## src/rtl/ctrl_seq_decoder.sv

```systemverilog
// ctrl_seq_decoder: run-time writable opcode table issuing rep+1 registered control beats per
// accepted opcode over a valid/ready output, with flush and a wrapping retired counter.
module ctrl_seq_decoder #(
    parameter int OP_W   = 7,
    parameter int CTRL_W = 26,
    parameter int REP_W  = 3,
    parameter int CNT_W  = 16
) (
    input  logic                    clk,
    input  logic                    rst_n,
    input  logic                    cfg_we,
    input  logic [OP_W-1:0]         cfg_addr,
    input  logic [CTRL_W+REP_W-1:0] cfg_data,
    input  logic                    flush,
    input  logic                    in_valid,
    output logic                    in_ready,
    input  logic [OP_W-1:0]         in_op,
    output logic                    out_valid,
    input  logic                    out_ready,
    output logic [CTRL_W-1:0]       out_ctrl,
    output logic [REP_W-1:0]        out_beat,
    output logic                    out_last,
    output logic [CNT_W-1:0]        retired
);
    localparam int ENT_W = CTRL_W + REP_W;

    typedef enum logic {IDLE, EMIT} state_t;

    state_t           state, state_nx;
    logic [ENT_W-1:0] dec_table [2**OP_W];
    logic [ENT_W-1:0] entry;
    logic [REP_W-1:0] rep;
    logic             done, accept;

    // Lookup reads the pre-edge table, so a same-cycle write to this entry is not yet visible
    assign entry     = dec_table[in_op];
    assign out_valid = state == EMIT;
    assign out_last  = out_valid && out_beat == rep;
    assign done      = out_valid && out_ready && out_last;
    assign in_ready  = !flush && (state == IDLE || done);
    assign accept    = in_valid && in_ready;

    always_comb begin
        state_nx = flush ? IDLE : accept ? EMIT : done ? IDLE : state;
    end

    always_ff @(posedge clk or negedge rst_n) begin
        if (!rst_n) state <= IDLE;
        else state <= state_nx;
    end

    always_ff @(posedge clk or negedge rst_n) begin
        if (!rst_n) begin
            for (int i = 0; i < 2**OP_W; i++) dec_table[i] <= '0;
        end else if (cfg_we) begin
            dec_table[cfg_addr] <= cfg_data;
        end
    end

    always_ff @(posedge clk or negedge rst_n) begin
        if (!rst_n) begin
            out_ctrl <= '0;
            rep      <= '0;
            out_beat <= '0;
            retired  <= '0;
        end else begin
            if (accept) begin
                out_ctrl <= entry[CTRL_W-1:0];
                rep      <= entry[ENT_W-1:CTRL_W];
                out_beat <= '0;
            end else if (flush) begin
                out_beat <= '0;
            end else if (out_valid && out_ready && !out_last) begin
                out_beat <= out_beat + 1'b1;
            end
            // A last beat handshaking under flush does not count as retired
            if (done && !flush) retired <= retired + 1'b1;
        end
    end
endmodule

```

## config.mk

```make
export PLATFORM = sky130hd
export DESIGN_NAME = ctrl_seq_decoder
export DESIGN_NICKNAME = d
export VERILOG_FILES = /design/src/rtl/ctrl_seq_decoder.sv
export SDC_FILE = /design/constraint.sdc
export NUM_CORES = 2
export LEC_CHECK = 0
export BUFFER_PORTS_ARGS = -buffer_cell sky130_fd_sc_hd__buf_2
export CAP_MARGIN = 20
export CORE_MARGIN = 4
export CORE_UTILIZATION = 35
export DETAILED_ROUTE_END_ITERATION = 8
export GPL_TIMING_DRIVEN = 1
export PLACE_DENSITY = 0.61
export SLEW_MARGIN = 20
export SYNTH_ARGS = -nofsm -noshare
export SYNTH_HDL_FRONTEND = slang
export SYNTH_SLANG_ARGS = --single-unit
```

## constraint.sdc

```tcl
create_clock -name clk -period 2.5 [get_ports clk]
set_clock_uncertainty 0.05 [all_clocks]
set_input_delay 0.125 -clock clk [delete_from_list [all_inputs] [get_ports clk]]
set_output_delay 0.125 -clock clk [all_outputs]
set_load 0.02 [all_outputs]
```

Word level (Yosys, flattened, before mapping)

Cells that the tools add are included.
Widths: inputs -> output; s select.

Add/subtract/negate cells: 2
Reduce and logical (&&, ||, !) cells: 13
Bitwise operators: 3
Order comparisons: 3
Equal/unequal tests: 1
Multiplexer cells: 12

Operator list:

| kind                  | count |
|---|---|
| $bwmux 3712           | 1 |
| $bmux 29 s7           | 1 |
| $demux 29 s7          | 1 |
| $mux 29               | 3 |
| $add 16x1->16 const B | 1 |
| $ge 8x8->1 const B    | 2 |
| $not 7->8             | 2 |
| $mux 3                | 3 |
| $logic_and 1x1->1     | 8 |
| $lt 8x1->1 const B    | 1 |
| $reduce_bool 3->1     | 2 |
| $add 3x1->3 const B   | 1 |
| $eq 3x3->1            | 1 |
| $mux 1                | 3 |
| $logic_not 1->1       | 2 |
| $logic_or 1x1->1      | 1 |
| $not 1->1             | 1 |

Register bits after elaboration: 3761

Depth between registers and ports, before layout

Word-level depth: 8
Mapped depth: 12
Depth with buffers taken out: 6

Least setup slack after synthesis

OpenSTA, ideal clock, no wires.

Path kind: flip-flop to flip-flop
Start: register out_beat[0]
End: register retired[14]
Arrival: 2101 ps
Required time: 2370 ps
Setup slack: 270 ps
Period minus slack after synthesis: 2230 ps
Cell stages (with the launch flop): 7
Cells stage by stage: dfrtp_1 -> xor2_1 -> or4_4 -> nor4_4 -> nand3_1 -> nor2_1 -> xor2_1

Cells in the longest elaborated chain, start to end: 4

Ends and longest elaborated chain:

| what                   | RTL line | text |
|---|---|---|
| from (decl)            | 21       | `output logic [REP_W-1:0] out_beat,` |
| from (signal assigned) | 74       | `out_beat <= out_beat + 1'b1;` |
| $eq 3x3->1             | 38       | `assign out_last = out_valid && out_beat == rep;` |
| $logic_and 1x1->1      | 38       |  |
| $logic_and 1x1->1      | 39       | `assign done = out_valid && out_ready && out_last;` |
| $logic_and 1x1->1      | 77       | `if (done && !flush) retired <= retired + 1'b1;` |
| to (signal assigned)   | 77       |  |
| to (decl)              | 23       | `output logic [CNT_W-1:0] retired` |

Every way passes these cells.
A chain may end at the register's enable or synchronous reset.

Worst setup path after layout

Start: register rep[2]
End: register out_ctrl[15]

Cells in the longest elaborated chain, start to end: 6

Ends and longest elaborated chain:

| what                   | RTL line | text |
|---|---|---|
| from (decl)            | 32       | `logic [REP_W-1:0] rep;` |
| from (signal assigned) | 69       | `rep <= entry[ENT_W-1:CTRL_W];` |
| $eq 3x3->1             | 38       |  |
| $logic_and 1x1->1      | 38       |  |
| $logic_and 1x1->1      | 39       |  |
| $logic_or 1x1->1       | 40       | `assign in_ready = !flush && (state == IDLE \|\| done);` |
| $logic_and 1x1->1      | 40       |  |
| $logic_and 1x1->1      | 41       | `assign accept = in_valid && in_ready;` |
| to (signal assigned)   | 68       | `out_ctrl <= entry[CTRL_W-1:0];` |
| to (decl)              | 20       | `output logic [CTRL_W-1:0] out_ctrl,` |

Every way passes these cells.

==> qor.csv <==
metric,value,unit
die height,707,µm
yosys warns,0,
CTS H-tree lvls,5,
RSZ-0062 raised after global routing,yes,
crit end category,flip-flop,
largest net degree at the start of global routing,129,
1st-iter DRT viols,7814,
dpl cell area,187000,µm²
GR Overflow Total,0,
crit-path leading delay family,compound AO/OA/AOI/OAI gates,
Final WS setup,-158,ps
Port Buf Inserts,96,
worst hold endpoint,dec_table[3541]$_DFFE_PN0P_,
share of cells above drive strength 1,0.554,
reg-to-reg endpoint,out_ctrl[15]$_DFFE_PN0P_,
"commonest non-fill, non-tap cell in the layout",dfrtp_1,
CP Cell Sequence,"xor2_1, o41ai_2, buf_4, and3_4, buf_12, buf_16, and3_4, o221ai_4, o211ai_1",
total routed wirelength,527,mm
WHS Path Cells,3,
CP required,3310,ps
most frequent cells in the layout,"dfrtp_1 (3,760), mux2_2 (3,756), mux4_2 (842)",
# clock sinks,3761,
Seq cells post-synth,3761,
# DRC,0,
Clock Latency Late Sink,990,ps
vias per cell,5.60,
Rows,256,
critical path class,reg -> reg,
DPL Wire Length,339,mm
number of global-route vias before repair,111000,
slowest cell delay on critical path,440,ps
Max Slew Vio Count,0,
CP bufs+invs,3,
reported max-cap violation count,0,
initial antenna violation count,45,
path depth of the worst reg2reg path,9,
pwr dens,729,nW/µm²
Post-synth EDFFs,0,
worst hold path class,in -> reg,
Mapped Avg Cell Area,15.5,µm²
I/O pins,97,
design area,202000,µm²
Peak VDD IR,0.000635,V
Core Region,487000,µm²
Die Wd,707,µm
async set or reset register ratio after synthesis,1.00,
library cells used by synthesis,68,
GRT Overall Usage,0.209,
Syn Nets,11100,
Synth-to-Final Area Change,17.9,%
prevailing post-synth register cell,dfrtp_1,
Initial Util,0.352,
failing checks,setup timing,
Synth area leaders,"dfrtp_1 (55%), mux2_2 (25%), mux4_2 (11%)",
# setup viols final,22,
Mapped Cells,11000,
status,finished with violations,
CTS tree,done,
CP Launch Type,flip-flop,
Slew HR,0.359,
leakage,95.1,nW
Worst Tran Pin Value,962,ps
Bufs on Longest Clock Path,4,
Layout Utilization,0.415,
CP Launch Point,rep[2]$_DFFE_PN0P_,
mapped cell area,171000,µm²
"most used cell, CP",and3_4,
fin nets,11500,
FF-to-FF Start,rep[2]$_DFFE_PN0P_,
slowest stage cell on the critical path,dfrtp_1,
routed len/inst,28.9,µm
period utilization,1.06,
arrival time worst endpoint,3460,ps
Clock Root Buffer,clkbuf_16,
Synth top area share,0.550,
first-pass GRT wire length,780,mm
first-pass iteration count of the detailed router,7,
Fin. Hold Viols,0,
CP Max Fanout,6,
"antenna viol nets, final",0,
hold_sp,cfg_data[3],
die area,500000,µm²
biggest area consumer among synthesized cells,dfrtp_1,
Final min period,2660,ps
via count,102000,
Max Clock Freq,376,MHz
register area share after synthesis,0.550,
Placer Congestion,0.855,
CTS Buf Count,405,
overall power,0.147,W
"reg-to-reg slack, setup",-160,ps
Worst-path clk slew,60,ps
routing by layer:
layer / vias to the layer above / GRT usage / wire [µm]
met5: - / 0 / 47
met2: 2857 / 0.345 / 251000
met4: 8 / 0.0841 / 23900
li1: 41700 / - / -
met1: 56400 / 0.278 / 222000
met3: 956 / 0.0315 / 28900
what timing repair did:
action	CTS	global route
endpoints found under the setup margin	28	30
pin swaps	7	10
hold buffers	51	0
endpoints found under the hold margin	5277	0
gates resized for setup	111	20
cloned	3	0
setup buffers	3	2
metrics by stage:
stage	worst slack (ps)	setup TNS (ps)	instances	hold slack (ps)
floorplan	270	0	11000	-221
global placement	-960	-13880	17400	-8.71
detailed placement	-1000	-13080	17400	-8.76
CTS	-149	-2330	18200	3.78
global route	-175	-2840	18200	38.5
finish	-158	-1650	18200	58.5
cells in the mapped netlist (all sizes together) (37+ instances only):
library cell and number:
a21oi 60, a22oi 64, and3 65, buf 543, clkbuf 612, dfrtp 3761
mux2 3764, mux2i 354, mux4 842, nand2 298, nand3 51, nor2 85
nor3 49, o21ai 41, o221ai 37, o22ai 131
worst max path at each step:
stage,slack (ps),end,depth (start not counted)
floorplan,270,retired[14]$_DFFE_PN0P_,6
global route,-170,out_ctrl[6]$_DFFE_PN0P_,11
detailed placement,-1000,rep[2]$_DFFE_PN0P_,10
finish,-160,out_ctrl[15]$_DFFE_PN0P_,9
CTS,-150,out_ctrl[6]$_DFFE_PN0P_,11
global placement,-960,rep[2]$_DFFE_PN0P_,10
power breakdown:
group,leakage (nW),switching [W],internal (W)
logic,37.2,0.00830,0.00844
registers,51.2,0.00274,0.0659
clock network,6.73,0.0253,0.0363
total,95.1,0.0364,0.111
cells by family (layout without fill, tap and decap cells):
logic type	count (synthesis)	after routing	synth area share
adders and majority gates	2	2	0.000146
buffers and inverters	1161	1890	0.0317
AOI/OAI and AO/OA	481	481	0.0198
DFF	3761	3761	0.550
other	0	12	0
and+or+nand+nor	639	639	0.0175
muxes	4960	4960	0.379
xor gates and xnor gates	23	23	0.00118
sequential cells by signal, summed over array words and instances, names as in the netlist:
register   cells
dec_table   3712
out_ctrl      26
retired       16
out_beat       3
rep            3
out_valid      1
area by class of cell:
class / instances / area [µm²]
inverters: 6 / 32.5
flip-flops and latches: 3761 / 94100
clock inverters: 125 / 1620
diodes: 12 / 30.0
multi-input cells: 6105 / 72600
repair buffers: 1143 / 13200
fillers: 43200 / 285000
clock buffers: 616 / 12000
well taps: 6450 / 8070
worst min-delay path, cell delays in order:
cell	delay (ps)
dlygate4sd3_1	530
buf_4	220
mux2_2	180
(Power assumes the default switching activity.)
